**config.mk**
```make
export PLATFORM = sky130hd
export DESIGN_NAME = sipo_receiver
export DESIGN_NICKNAME = d
export VERILOG_FILES = /design/src/rtl/sipo_receiver.sv
export SDC_FILE = /design/constraint.sdc
export NUM_CORES = 1
export LEC_CHECK = 0
export BUFFER_PORTS_ARGS = -buffer_cell sky130_fd_sc_hd__buf_4
export CAP_MARGIN = 40
export CORE_MARGIN = 2
export CORE_UTILIZATION = 46
export CTS_BUF_LIST = sky130_fd_sc_hd__clkbuf_8 sky130_fd_sc_hd__clkbuf_16
export DETAILED_ROUTE_END_ITERATION = 10
export HOLD_SLACK_MARGIN = 0.1
export PLACE_DENSITY = 0.71
export SETUP_SLACK_MARGIN = 0.05
export SYNTH_ARGS = -nofsm -noshare
export SYNTH_HDL_FRONTEND = slang
export SYNTH_SLANG_ARGS = --single-unit
```
**constraint.sdc**
```tcl
create_clock -name clk -period 1.3 [get_ports clk]
set_input_delay 0.13 -clock clk [delete_from_list [all_inputs] [get_ports clk]]
set_output_delay 0.13 -clock clk [all_outputs]
set_load 0.005 [all_outputs]
```
**src/rtl/sipo_receiver.sv**
```systemverilog
// -----------------------------------------------------------------------------
// sipo_receiver
//   Receiving end of the serial shift link. One bit is sampled on each rising
//   edge where in_VALID is high. Bits are counted and assembled into
//   WIDTH-bit words. Each completed word moves into a holding register and is
//   offered to the consumer with a READY/ACK handshake. The shift register and
//   the holding register form a double buffer, so the next word can be
//   collected while the consumer reads the current one.
//
// Parameters
//   WIDTH      word length in bits (>= 2)
//   LSB_FIRST  1: first received bit ends in out_DATA[0];
//              0: first received bit ends in out_DATA[WIDTH-1]
//   RST_VALUE  value loaded into the shift and holding registers on reset
//
// Ports
//   clk          in   clock; all state changes on the rising edge
//   rst          in   synchronous, active-high reset; overrides every input
//   in_BIT       in   serial data bit, sampled when in_VALID=1
//   in_VALID     in   bit strobe; one bit is accepted per high cycle
//   in_CLEAR     in   drops the partial word and clears out_OVERRUN
//   in_ACK       in   consumer has taken out_DATA (ignored when out_READY=0)
//   out_DATA     out  holding register; last completed word
//   out_READY    out  out_DATA holds an unconsumed word (holding FSM state)
//   out_COUNT    out  bits collected in the current partial word (0..WIDTH-1)
//   out_OVERRUN  out  sticky flag; a completed word was dropped
//
// Handshake
//   A word is offered while out_READY=1. It counts as consumed on a rising
//   edge where out_READY=1 and in_ACK=1. in_ACK has no effect while
//   out_READY=0. out_READY is the holding FSM state bit itself, so checkers
//   can observe the FSM state directly on that port.
// -----------------------------------------------------------------------------
module sipo_receiver #(
    parameter int                WIDTH     = 8,
    parameter bit                LSB_FIRST = 1'b1,
    parameter logic [WIDTH-1:0]  RST_VALUE = '0,
    localparam int               CW        = $clog2(WIDTH) + 1
) (
    input  logic             clk,
    input  logic             rst,
    input  logic             in_BIT,
    input  logic             in_VALID,
    input  logic             in_CLEAR,
    input  logic             in_ACK,
    output logic [WIDTH-1:0] out_DATA,
    output logic             out_READY,
    output logic [CW-1:0]    out_COUNT,
    output logic             out_OVERRUN
);

    localparam logic [0:0]    ST_EMPTY = 1'b0;
    localparam logic [0:0]    ST_HELD  = 1'b1;
    localparam logic [CW-1:0] LAST_CNT = CW'(WIDTH - 1);

    logic [WIDTH-1:0] sr_q,      sr_d;
    logic [WIDTH-1:0] data_q,    data_d;
    logic [CW-1:0]    count_q,   count_d;
    logic [0:0]       state_q,   state_d;
    logic             overrun_q, overrun_d;

    logic [WIDTH-1:0] shifted;
    logic             accept;
    logic             complete;

    // The shifted value already contains the incoming bit. On the completing
    // edge it is the finished word.
    generate
        if (LSB_FIRST) begin : g_lsb_first
            assign shifted = {in_BIT, sr_q[WIDTH-1:1]};
        end else begin : g_msb_first
            assign shifted = {sr_q[WIDTH-2:0], in_BIT};
        end
    endgenerate

    // When in_CLEAR and in_VALID are both high, in_CLEAR wins.
    // The bit on that edge is discarded, so that edge cannot complete a word.
    assign accept   = in_VALID && !in_CLEAR;
    assign complete = accept && (count_q == LAST_CNT);

    always_comb begin
        sr_d      = sr_q;
        count_d   = count_q;
        data_d    = data_q;
        state_d   = state_q;
        overrun_d = overrun_q;

        if (in_CLEAR) begin
            sr_d      = RST_VALUE;
            count_d   = '0;
            overrun_d = 1'b0;
        end else if (in_VALID) begin
            sr_d    = shifted;
            count_d = complete ? '0 : count_q + 1'b1;
        end

        // in_CLEAR does not change the holding side. An ACK on the same
        // edge as in_CLEAR is still honoured.
        case (state_q)
            ST_EMPTY: begin
                if (complete) begin
                    data_d  = shifted;
                    state_d = ST_HELD;
                end
            end
            ST_HELD: begin
                if (complete) begin
                    if (in_ACK) begin
                        data_d = shifted;
                    end else begin
                        // The held word has not been consumed, so the new
                        // word is dropped.
                        overrun_d = 1'b1;
                    end
                end else if (in_ACK) begin
                    state_d = ST_EMPTY;
                end
            end
            default: state_d = ST_EMPTY;
        endcase
    end

    always_ff @(posedge clk) begin
        if (rst) begin
            sr_q      <= RST_VALUE;
            data_q    <= RST_VALUE;
            count_q   <= '0;
            state_q   <= ST_EMPTY;
            overrun_q <= 1'b0;
        end else begin
            sr_q      <= sr_d;
            data_q    <= data_d;
            count_q   <= count_d;
            state_q   <= state_d;
            overrun_q <= overrun_d;
        end
    end

    assign out_DATA    = data_q;
    assign out_READY   = (state_q == ST_HELD);
    assign out_COUNT   = count_q;
    assign out_OVERRUN = overrun_q;

endmodule

```
[Word level (Yosys, flattened, before mapping)]
Index checks and enable logic that the tools add are counted.
Storage, ports and cells
  output and inout port bits: 14
  logic and storage cells: 29
  flip-flop bits (word level): 22
Operators by class
  mux-type cells: 13
  equality and inequality tests: 4
  reductions and logical operators: 5
  bitwise logic cells: 1
  add/subtract/negate cells: 1
Operator list (number)
  2-to-1 mux 8 bit: 3
  one-hot mux 8 bit (2 select lines): 1
  2-to-1 mux 1 bit: 7
  adder 4 x 1 -> 4 bit (second input constant): 1
  == test 4 x 3 -> 1 bit (second input constant): 1
  2-to-1 mux 4 bit: 1
  != test 2 bit (second input constant): 2
  AND reduction 3 bit: 1
  logical AND 1 bit: 2
  != test 2 x 1 -> 1 bit (second input constant): 1
  one-hot mux 1 bit (2 select lines): 1
  OR reduction 2 bit: 1
  zero test 1 bit: 1
  NOT 1 bit: 1

[Depth between registers and ports, before layout]
  depth after elaboration: 5
  gate-level depth with buffers: 5
  mapped depth without buffers: 4

[Worst setup path after synthesis]
No wires, ideal clock.
  kind: register -> register
  from: register count_q[0], in the netlist out_COUNT[0]
  to: register data_q[0], in the netlist out_DATA[0]
  data arrival time: 1188 ps
  cell stages (with the launch flop): 6
  period minus slack after synthesis: 1260 ps
  required time: 1228 ps
  buffers on the path: 1
  slack: 40 ps
  cells stage by stage: dfxtp_1 ha_1 nand4b_1 nor3b_2 buf_6 mux2i_1
Between the ends
  longest elaborated chain between the ends: 4
  elaborated cells between the ends (all ways): 5
  classes of those cells: eq/ne (3); reduce/logical (2)
Ends and longest elaborated chain
  start: declaration: line 58  | logic [CW-1:0] count_q, count_d;
  start signal: assignment: line 133  | count_q <= count_d;
  == test 4 x 3 -> 1 bit *: line 79  | assign complete = accept && (count_q == LAST_CNT);
  logical AND 1 bit *: line 79
  != test 2 bit (no line) / != test 2 x 1 -> 1 bit (equally long branches)
  AND reduction 3 bit (no line) *
  end signal: assignment: line 132  | data_q <= data_d;
  end: declaration: line 57  | logic [WIDTH-1:0] data_q, data_d;
Every way passes the cells marked *; elsewhere a longest branch is shown, timed or not.
A chain may end at the register's enable or synchronous reset.

[Worst setup path after layout]
  from: register count_q[1], in the netlist out_COUNT[1]
  to: register data_q[1], in the netlist out_DATA[1]
Same word-level chain as after synthesis.

==> impl_metrics.tcl <==
set metrics [dict create \
    outcome "finished, violations left" \
    violated_checks "setup timing" \
    dp_cells 130 \
    cts_sinks 21 \
    clock_skew_ps 2.65 \
    antennaDiodeCount 0 \
    drv_slew 0 \
    hold_class "in -> reg" \
    overflow 0 \
    internal_power_mw 0.895 \
    synthesis.area_um2 877 \
    grt.total_usage_pct 15.6 \
    num-nets-final 119 \
    design_power_total_mw 1.13 \
    core-area_um2 1760 \
    detail_route.drc_violations 0 \
    synth_cell_types 19 \
    area.growth.synth_to_final_pct 30.2 \
    via_count 642 \
    finalWirelength_um 1540 \
    first_global_vias 555 \
    cts.root.buffer_cell "clkbuf_8" \
    postSynthCellCount 86 \
    hold_slack_ps 145 \
    power_per_cell_area_nw_per_um2 987 \
    leading_cell_types_in_the_layout_fill_and_taps_excluded "25 x buf_4, 19 x dfxtp_1, 18 x nand2b_1" \
    yosys_warning_count 0 \
    synthXorXnorAreaFrac_pct 2.00 \
    fp.dieArea_um2 2270 \
    cts_max_level 1 \
    yosys-mux-area-fraction_pct 18.3 \
    comb_power_share_pct 6.0 \
    critical_path.startpoint_type "register" \
    fin_tns_setup_ps -6.82 \
    initial_utilization_pct 49.7 \
    postCtsHoldBufs 0 \
    clk_slew_on_worst_s_h_paths_ps 70 \
    synth-seq-area-share_pct 47.9 \
    share_of_total_power_in_the_clock_network_pct 36.4 \
    top_level_ports 20 \
    area_fraction_in_compound_gates_after_synthesis_pct 2.14 \
    cp-end-kind "register" \
    fin_util_pct 64.8 \
    core.rowCount 15 \
    die_height_um 47.7 \
    setup_violations_final 1 \
    p_leak_nw 0.454 \
    first_pass_iters 2 \
    worstPathRequired_ps 1480 \
    antenna_left 0 \
    number_of_antenna_violations_at_the_first_check_in_global_routing 0 \
    fin_area_um2 1140 \
    dpl_worst_slack_ps 4.62 \
    grt_first_pass_wirelength_um 2480 \
    clock_tree_from_tritoncts "done" \
    ctsLongestPathBuffers 2 \
    post_drt_via_cell_ratio 4.72 \
    finalCritPeriodShare_pct 101 \
    crit_arrival_ps 1490 \
    clk_latency_ps 250 \
    max-cap-violations 0 \
    post_synth_fa_ha_maj_area_fraction_pct 1.43 \
    ir_drop_mv 0.655 \
    setup_repair_after_global_routing_missed_its_margin "true" \
    dp.final_hpwl_um 1120 \
    net-switching-power_mw 0.233 \
    cts_buffers 3 \
    worst-setup-path-type "reg -> reg" \
    layout-drive-gt1-share_pct 32.4 \
    post_synth_and_or_nand_nor_area_fraction_pct 25.0 \
    period_needed_ps 1310 \
    dominant_combinational_cell_family_by_area_after_synthesis "simple AND/OR/NAND/NOR gates" \
    synth_area_per_cell_um2 10.2 \
    drtIter0Drc 6 \
    path_max_fanout 8 \
    max_freq_ghz 0.765 \
    drt-wirelength-per-cell_um 11.3 \
    timing_worst_slew_pin_value_ps 390 \
    placed_cell_area_um2 1060 \
    synth_nets 93 \
    post_layout_nonfiller_instances 136 \
    gp_routability_congestion 0.685 \
    sw_frac_of_total_pct 20.6 \
    layout_commonest_cell "buf_4" \
    postSynthRegisterBits 21 \
    port-buffer-count 19 \
    largest_net_degree_at_the_start_of_global_routing 21 \
    seqPwrFrac_pct 57.6 \
    layout_setup_ws_ps -6.82 \
    max_slew_margin_pct 74.0 \
    report.final.hold_viol_count 0 \
    die_width_um 47.7 \
]
cells in the mapped netlist:
master,n,area (um^2)
nor2_1,11,41.3
o22ai_1,1,6.26
a21oi_1,1,5.00
mux2i_1,16,160
ha_1,1,12.5
buf_2,2,10.0
nor3b_2,1,12.5
nand2_1,2,7.51
clkbuf_1,2,7.51
nor3_2,1,10.0
nand4_1,1,6.26
buf_6,1,11.3
xor2_1,2,17.5
or2_1,2,12.5
dfxtp_1,21,420
nand2b_1,18,113
nand4b_1,1,8.76
o31ai_1,1,7.51
nand3b_1,1,7.51
sequential cells by signal (all words and copies together), names as in the netlist:
register,cells
out_COUNT,4
out_DATA,8
out_OVERRUN,1
out_READY,1
sr_q,7
path summary, 6_finish.rpt:
kind,startpoint,endpoint,slack [ps],cells past startpoint
setup reg to reg,out_COUNT[1]$_SDFFE_PP0P_,out_DATA[1]$_SDFFE_PP0P_,-7,5
hold / removal,in_BIT,sr_q[7]$_SDFFE_PP0P_,150,3
setup / recovery,out_COUNT[1]$_SDFFE_PP0P_,out_DATA[1]$_SDFFE_PP0P_,-7,5
hold reg to reg,out_DATA[2]$_SDFFE_PP0P_,out_DATA[2]$_SDFFE_PP0P_,470,2
per-layer routing:
| layer | GRT usage [%] | vias up | part of all wire [%] |
|---|---|---|---|
| met3 | 3.77 | 2 | 3.1 |
| met5 | 0 | - | 0 |
| met4 | 7.57 | 0 | 0.65 |
| met1 | 22.6 | 294 | 51 |
| li1 | - | 336 | - |
| met2 | 21.6 | 10 | 45 |
power by group through the flow:
stage / logic, mW / clock network [mW] / registers, mW
CTS: 0.0658 / 0.427 / 0.649
floorplan: 0.0381 / 0 / 0.665
global placement: 0.0647 / 0 / 0.663
detailed placement: 0.0654 / 0 / 0.664
finish: 0.0678 / 0.410 / 0.650
global route: 0.0733 / 0.451 / 0.650
area by class of cell:
cell class                 count  area, um^2
multi-input combinational     60         443
fill                         173         622
tap                           25        31.3
clock buffer                   3        41.3
clock inverter                 1        5.00
timing repair buffer          26         199
sequential                    21         423
timing repair:
action	4_1_cts	5_1_grt
setup endpoints to repair	8	10
pin swaps	0	3
resized for setup	2	3
buffers inserted	1	1
worst max-delay path, cell delays in order (launching register included):
cell	delay, ps
dfxtp_2	350
ha_4	130
nand4b_1	150
nor3b_2	230
buf_6	170
mux2i_1	190
cells by family after synthesis:
| family | Yosys count |
|---|---|
| AND/OR/NAND/NOR | 38 |
| AO/OA/AOI/OAI | 3 |
| flip-flops | 21 |
| adder cells (fa/ha/maj) | 1 |
| XOR/XNOR | 2 |
| multiplexers | 16 |
| buffers and inverters | 5 |
No activity file was read; power rests on OpenSTA's default activity.
